===== src/rtl/fifo_arb_pkg.sv =====
// Shared state encoding, default parameters and round-robin helper for the
// FIFO write-port arbiter.
package fifo_arb_pkg;

   typedef enum logic {
      StIdle  = 1'b0,
      StBurst = 1'b1
   } arb_state_e;

   localparam int unsigned DefNSrc     = 4;
   localparam int unsigned DefDw       = 8;
   localparam int unsigned DefMaxBurst = 16;
   localparam int unsigned MaxSrc      = 8;

   // First set bit of req searching upward from last+1, wrapping at n.
   function automatic int unsigned rr_pick(input logic [MaxSrc-1:0] req,
                                           input int unsigned n,
                                           input int unsigned last);
      int unsigned idx;
      logic        found;
      idx   = 0;
      found = 1'b0;
      for (int unsigned k = 1; k <= MaxSrc; k++) begin
         int unsigned c;
         c = (last + k) % n;
         if (k <= n && !found && req[3'(c)]) begin
            idx   = c;
            found = 1'b1;
         end
      end
      return idx;
   endfunction

endpackage


===== src/rtl/fifo_wr_arbiter_if.sv =====
// Requester and FIFO write-side signals shared by the arbiter; master is the
// arbiter view, slave the producer/FIFO view.
interface fifo_wr_arbiter_if
   import fifo_arb_pkg::*;
#(
   parameter int unsigned N_SRC = DefNSrc,
   parameter int unsigned DW    = DefDw
);
   logic [N_SRC-1:0]    src_req;
   logic [N_SRC*DW-1:0] src_data;
   logic [N_SRC-1:0]    src_ack;
   logic                wreqa;
   logic [DW-1:0]       wdata;
   logic                fulla;

   modport master (
      input  src_req, src_data, fulla,
      output src_ack, wreqa, wdata
   );

   modport slave (
      output src_req, src_data, fulla,
      input  src_ack, wreqa, wdata
   );
endinterface


===== src/rtl/fifo_rr_pick.sv =====
// Combinational round-robin selector: next requester after last, with wrap.
module fifo_rr_pick
   import fifo_arb_pkg::*;
#(
   parameter int unsigned  N_SRC = DefNSrc,
   localparam int unsigned OW    = (N_SRC > 1) ? $clog2(N_SRC) : 1
) (
   input  logic [N_SRC-1:0] req,
   input  logic [OW-1:0]    last,
   output logic [OW-1:0]    idx,
   output logic             valid
);
   logic [MaxSrc-1:0] req_ext;
   int unsigned       pick;

   always_comb begin
      req_ext             = '0;
      req_ext[N_SRC-1:0]  = req;
      pick                = rr_pick(req_ext, N_SRC, 32'(last));
      idx                 = OW'(pick);
      valid               = |req;
   end
endmodule


===== src/rtl/fifo_wr_arbiter.sv =====
// Round-robin burst arbiter for the async FIFO write port.
// Optional saturating wr_count/stall_count outputs under FIFO_WR_ARB_STATS_EN.
module fifo_wr_arbiter
   import fifo_arb_pkg::*;
#(
   parameter int unsigned  N_SRC     = DefNSrc,
   parameter int unsigned  DW        = DefDw,
   parameter int unsigned  MAX_BURST = DefMaxBurst,
   localparam int unsigned OW        = (N_SRC > 1) ? $clog2(N_SRC) : 1,
   localparam int unsigned BW        = $clog2(MAX_BURST + 1)
) (
   input  logic                     clka,
   input  logic                     rsta,
   fifo_wr_arbiter_if.master        bus,
   output logic                     busy,
   output logic [OW-1:0]            owner
`ifdef FIFO_WR_ARB_STATS_EN
   ,
   output logic [15:0]              wr_count,
   output logic [15:0]              stall_count
`endif
);
   arb_state_e    state_q, state_d;
   logic [OW-1:0] owner_q, owner_d;
   logic [OW-1:0] last_q, last_d;
   logic [BW-1:0] bcnt_q, bcnt_d;
   logic [OW-1:0] pick_idx;
   logic          pick_valid;
   logic          own_req;
   logic          wr;

   fifo_rr_pick #(
      .N_SRC (N_SRC)
   ) u_pick (
      .req   (bus.src_req),
      .last  (last_q),
      .idx   (pick_idx),
      .valid (pick_valid)
   );

   assign own_req = bus.src_req[owner_q];
   assign wr      = (state_q == StBurst) && own_req && !bus.fulla;

   always_comb begin
      bus.wreqa   = wr;
      bus.wdata   = (state_q == StBurst) ? bus.src_data[owner_q*DW +: DW] : '0;
      bus.src_ack = '0;
      if (wr) begin
         bus.src_ack[owner_q] = 1'b1;
      end
      busy  = (state_q == StBurst);
      owner = owner_q;
   end

   always_comb begin
      state_d = state_q;
      owner_d = owner_q;
      last_d  = last_q;
      bcnt_d  = bcnt_q;
      unique case (state_q)
         StIdle: begin
            if (pick_valid) begin
               owner_d = pick_idx;
               bcnt_d  = '0;
               state_d = StBurst;
            end
         end
         StBurst: begin
            // A run-dry owner ends the burst; a full stall alone never does.
            if (!own_req) begin
               state_d = StIdle;
               last_d  = owner_q;
            end else if (wr) begin
               bcnt_d = bcnt_q + 1'b1;
               if (bcnt_q == BW'(MAX_BURST - 1)) begin
                  state_d = StIdle;
                  last_d  = owner_q;
               end
            end
         end
         default: state_d = StIdle;
      endcase
   end

   always_ff @(posedge clka) begin
      if (rsta) begin
         state_q <= StIdle;
         owner_q <= '0;
         last_q  <= OW'(N_SRC - 1);
         bcnt_q  <= '0;
      end else begin
         state_q <= state_d;
         owner_q <= owner_d;
         last_q  <= last_d;
         bcnt_q  <= bcnt_d;
      end
   end

`ifdef FIFO_WR_ARB_STATS_EN
   logic [15:0] wr_cnt_q;
   logic [15:0] stall_cnt_q;
   logic        stall;

   assign stall = (state_q == StBurst) && own_req && bus.fulla;

   always_ff @(posedge clka) begin
      if (rsta) begin
         wr_cnt_q    <= '0;
         stall_cnt_q <= '0;
      end else begin
         if (wr && (wr_cnt_q != 16'hFFFF)) begin
            wr_cnt_q <= wr_cnt_q + 16'd1;
         end
         if (stall && (stall_cnt_q != 16'hFFFF)) begin
            stall_cnt_q <= stall_cnt_q + 16'd1;
         end
      end
   end

   assign wr_count    = wr_cnt_q;
   assign stall_count = stall_cnt_q;
`endif

endmodule

===== src/flat_wrapper.sv =====
// flat-port wrapper written by rule: the top's interface ports become plain ports
module fifo_wr_arbiter_flat import fifo_arb_pkg::*;
#(
   parameter int unsigned  N_SRC     = DefNSrc,
   parameter int unsigned  DW        = DefDw,
   parameter int unsigned  MAX_BURST = DefMaxBurst,
   localparam int unsigned OW        = (N_SRC > 1) ? $clog2(N_SRC) : 1,
   localparam int unsigned BW        = $clog2(MAX_BURST + 1)
)
  (clka, rsta, busy, owner, bus_src_req, bus_src_data, bus_fulla, bus_src_ack, bus_wreqa, bus_wdata);
  fifo_wr_arbiter_if #(.N_SRC(N_SRC), .DW(DW)) bus_i ();
  input  logic clka;
  input  logic rsta;
  output logic busy;
  output logic [OW-1:0] owner;
  input wire logic [$bits(bus_i.src_req)-1:0] bus_src_req;
  input wire logic [$bits(bus_i.src_data)-1:0] bus_src_data;
  input wire logic [$bits(bus_i.fulla)-1:0] bus_fulla;
  output wire logic [$bits(bus_i.src_ack)-1:0] bus_src_ack;
  output wire logic [$bits(bus_i.wreqa)-1:0] bus_wreqa;
  output wire logic [$bits(bus_i.wdata)-1:0] bus_wdata;
  assign bus_i.src_req = bus_src_req;
  assign bus_i.src_data = bus_src_data;
  assign bus_i.fulla = bus_fulla;
  assign bus_src_ack = bus_i.src_ack;
  assign bus_wreqa = bus_i.wreqa;
  assign bus_wdata = bus_i.wdata;
  fifo_wr_arbiter #(.N_SRC(N_SRC), .DW(DW), .MAX_BURST(MAX_BURST)) u_core (.clka(clka), .rsta(rsta), .bus(bus_i), .busy(busy), .owner(owner));
endmodule

===== config.mk =====
export PLATFORM = sky130hd
export DESIGN_NAME = fifo_wr_arbiter_flat
export DESIGN_NICKNAME = d
export VERILOG_FILES = /design/src/rtl/fifo_arb_pkg.sv /design/src/rtl/fifo_wr_arbiter_if.sv /design/src/rtl/fifo_rr_pick.sv /design/src/rtl/fifo_wr_arbiter.sv /design/src/flat_wrapper.sv
export SDC_FILE = /design/constraint.sdc
export NUM_CORES = 1
export LEC_CHECK = 0
export CORE_ASPECT_RATIO = 1.4
export CORE_MARGIN = 3
export CORE_UTILIZATION = 36
export CTS_CLUSTER_DIAMETER = 80
export CTS_CLUSTER_SIZE = 8
export DETAILED_ROUTE_END_ITERATION = 6
export GPL_TIMING_DRIVEN = 0
export PLACE_DENSITY = 0.8
export SYNTH_ARGS = -nofsm -noshare
export SYNTH_HDL_FRONTEND = slang
export SYNTH_SLANG_ARGS = --single-unit
export TNS_END_PERCENT = 30

===== constraint.sdc =====
create_clock -name clka -period 2 [get_ports clka]
set_clock_uncertainty 0.1 [all_clocks]
set_input_delay 0.3 -clock clka [delete_from_list [all_inputs] [get_ports clka]]
set_output_delay 0.3 -clock clka [all_outputs]
set_load 0.03 [all_outputs]

==> summary by stage <==
Placed design
The final weighted congestion in routability-driven placement is 0.782. The post-place setup slack is -0.680 ns. The number of I/O port buffers is 54. The HPWL after detailed placement is 2.28 mm. The number of placed cells counting well taps is 169.

Yosys
Sorting the synthesized cells by area gives the leading types as mux4_2, dfxtp_1, and2_1, nor3_1, nand2_1. Counting instances in the post-synthesis netlist gives the leading cell types as dfxtp_1, mux4_2, and2_1. The Yosys step of the flow raised 0 warnings.

Summed over all instances, the cell type with the most area after synthesis is mux4_2. A synthesized cell averages 9.15 µm². After technology mapping, the gate count stands at 93. The number of enable flip-flop cells after synthesis is 0. In the post-synthesis netlist, the cell with the most instances is dfxtp_1. The synthesized flop and latch total is 10. For this run, the register share of the synthesized area comes to 0.235. The leading register cell type out of synthesis is dfxtp_1. The number of unique standard cell types used by synthesis is 30. The post-synthesis net count is 134. The area fraction of the dominant cell type after synthesis is 0.238.

In the synthesized netlist the async set-or-reset flop fraction comes to 0. The synthesized cell area is 851 µm².

GRT
The via count of the first global-routing pass came to 1024. After global routing the overflow that remains totals 0. Entering global routing, the biggest net connects 11 pins. Across every metal layer, demand over resource in global routing totals 0.200. The initial antenna violation count is 0. The first global-routing pass estimated 4.45 mm of wire.

STA
The max-slew violation total from the final report is 0. The slew at the pin closest to its max-slew limit is 0.452 ns. The final critical path time including I/O delays and setup is 2.01 ns.

Setup repair after global routing could not meet its margin everywhere. The share of the clock period used by the worst path is 1.00. Based on the critical path, the design can be clocked at up to 0.498 GHz. After layout, the worst setup slack is -0.00727 ns.

Setup violations remaining at the end of the flow were counted as 2. The headroom to the max-slew limit is 0.699. The sum of negative setup slack is -0.00892 ns. The number of endpoints with negative hold slack in the final report came to 0.

Clock network
The clock insertion delay at the later pin of the skew report is 0.28 ns. The worst-case clock buffer depth is 2. The tree is rooted in a clkbuf_4.

TritonCTS built the clock tree. In this run the number of H-tree levels came out at 1. Buffers inserted during clock tree synthesis total 3. The clock transition at the registers of the reported paths is 0.07 ns. The number of clock sinks is 10.

Worst setup path
The critical path's slowest cell is mux4_2. The dominant delay contributor by cell family on the critical path is multiplexers. The worst setup path is launched from a flop. Traced cell by cell, the critical path runs through buf_4, mux4_2, and2_1, buf_2.

The number of buffers and inverters on the critical path is 2. The maximum single-stage delay on the critical path is 0.49 ns. For the worst setup path, the data required time is 1.60 ns. The data arrival time at the worst-slack endpoint is 1.61 ns.

By startpoint and endpoint, the worst setup path is classified as reg -> out. The worst setup path is captured at a primary output. The biggest fanout along the worst timing path is 5.

Power and ir drop
The share of total power dissipated in combinational logic is 0.472. The maximum ir drop on the vdd rail is 0.000363 V. Of the total power, registers draw 0.290.

The analysis attributes to net switching a power of 0.000259 W. The internal cell power is 0.000535 W. Of the total power, the share spent switching nets is 0.326. The leakage component of the power is 0.612 nW.

In this run the power density over the cells is 525 nW/µm². The share of total power in the clock network is 0.238.

Route
The violation count after the first detailed-route iteration is 20. Summed over all layers, the routed wires come to 2.88 mm. The number of vias per cell is 5.60. The iteration count of the initial detailed-routing pass is 4.

The total number of vias is 1008. Dividing the detail-routed wire length by the instance count gives 16.0 µm. In the routed design, unresolved DRC markers number 0. Once detail routing completed, the nets flagged for antenna violations numbered 0.

Run
Across the run, the number of max-cap violations was 0.

Finish
Of the cells placed in the final design, the portion with a size suffix greater than 1 is 0.304. The final instance count without filler cells is 180. The final antenna diode count is 0. The total number of nets in the final design is 200. The area growth from synthesis to layout is 77.8%.

Floorplan
The die is 63.5 µm tall. The starting density of the core is 0.386. The region available for standard cell placement spans 2200 µm². The die width is 47.1 µm. The area enclosed by the die boundary is 2990 µm². The floorplan has 20 rows. The number of top-level pins is 55.

Hold path
The worst hold path belongs to the class reg -> reg.

Run status
The checks that failed: setup timing. The flow ran to the end, but the final reports show violations.
-- registers in the layout, indices dropped and copies added, names as in the netlist --
name           count
u_core.bcnt_q      5
u_core.last_q      2
u_core.owner       2
u_core.busy        1
-- through the flow --
| step | power, W | utilization | cell area, µm² | hold WS [ns] |
|---|---|---|---|---|
| 2_1_floorplan | 0.000421 | - | 861 | 0.353 |
| 3_3_place_gp | 0.000572 | 0.649 | 1430 | 0.388 |
| 3_5_place_dp | 0.000580 | 0.649 | 1430 | 0.400 |
| 4_1_cts | 0.000791 | 0.686 | 1510 | 0.411 |
| 5_1_grt | 0.000836 | 0.687 | 1510 | 0.434 |
| 6_report | 0.000794 | 0.687 | 1510 | 0.414 |
-- layout make-up --
type	instances	area (µm²)
Buffer	5	35.0
Multi-Input combinational cell	72	634
Timing Repair Buffer	62	552
Clock buffer	4	36.3
Fill cell	168	689
Inverter	5	18.8
Sequential cell	10	209
Tap cell	22	27.5
-- power groups by stage --
stage	Combinational (W)	Sequential [W]	Clock [W]
floorplan	0.000181	0.000241	0
global placement	0.000341	0.000231	0
detailed placement	0.000348	0.000232	0
CTS	0.000360	0.000235	0.000196
global route	0.000398	0.000234	0.000204
finish	0.000375	0.000230	0.000189
-- final timing paths --
check | start | to | slack [ns] | cells past startpoint
worst max-delay path | u_core.owner[0]$_SDFFE_PP0P_ | bus_wdata[7] | -0.007 | 4
worst min-delay path | u_core.bcnt_q[4]$_SDFFE_PP0P_ | u_core.bcnt_q[4]$_SDFFE_PP0P_ | 0.41 | 2
worst max register to register | u_core.owner[1]$_SDFFE_PP0P_ | u_core.bcnt_q[1]$_SDFFE_PP0P_ | 0.31 | 5
worst min register to register | u_core.bcnt_q[4]$_SDFFE_PP0P_ | u_core.bcnt_q[4]$_SDFFE_PP0P_ | 0.41 | 2
-- timing repair --
item,in CTS,in global routing
gates resized for setup,62,28
hold buffers,0,0
setup buffers,4,4
hold endpoints to repair,0,0
endpoints found under the setup margin,13,13
-- placed cells by master, fill, tap and decap left out, types with 2 or more instances in the layout --
cell type        count
a21oi_1              4
a31oi_1              3
and2_1               5
and2_4               3
and3_1               2
buf_2                6
buf_4               10
buf_6                3
clkbuf_1             2
clkbuf_2             4
clkbuf_4             3
clkdlybuf4s50_1     37
dfxtp_1              7
dfxtp_4              2
dlygate4sd2_1        4
ha_1                 2
inv_1                5
mux4_2               9
nand2_1              6
nand2b_1             4
nand4b_1             3
nor2_1               5
nor2b_1              2
nor3_1               6
o22ai_1              2
o31ai_1              2
-- tightest hold or removal path: cells and delay by family (launching register included) --
family          cells  cell delay (ns)
flops               1             0.31
compound gates      1             0.07
simple gates        1             0.09
-- per-layer routing --
metal | wire length [µm] | track usage | part of all wire | vias to the layer above
met5 | 0 | 0 | 0 | -
met4 | 70 | 0.100 | 0.024 | 0
met3 | 357 | 0.0400 | 0.12 | 8
met2 | 1400 | 0.340 | 0.49 | 63
met1 | 1050 | 0.220 | 0.37 | 458
li1 | - | - | - | 479
-- logic make-up (layout without fill, tap and decap cells) --
group,count (synthesis),count (layout),synth area share
muxes,9,9,0.238
adders and majority gates,2,2,0.0294
AOI/OAI and AO/OA,15,15,0.132
and+or+nand+nor,46,46,0.312
buffers and inverters,11,76,0.0529
DFF,10,10,0.235
Note: power is estimated with default switching activity, not from simulation.
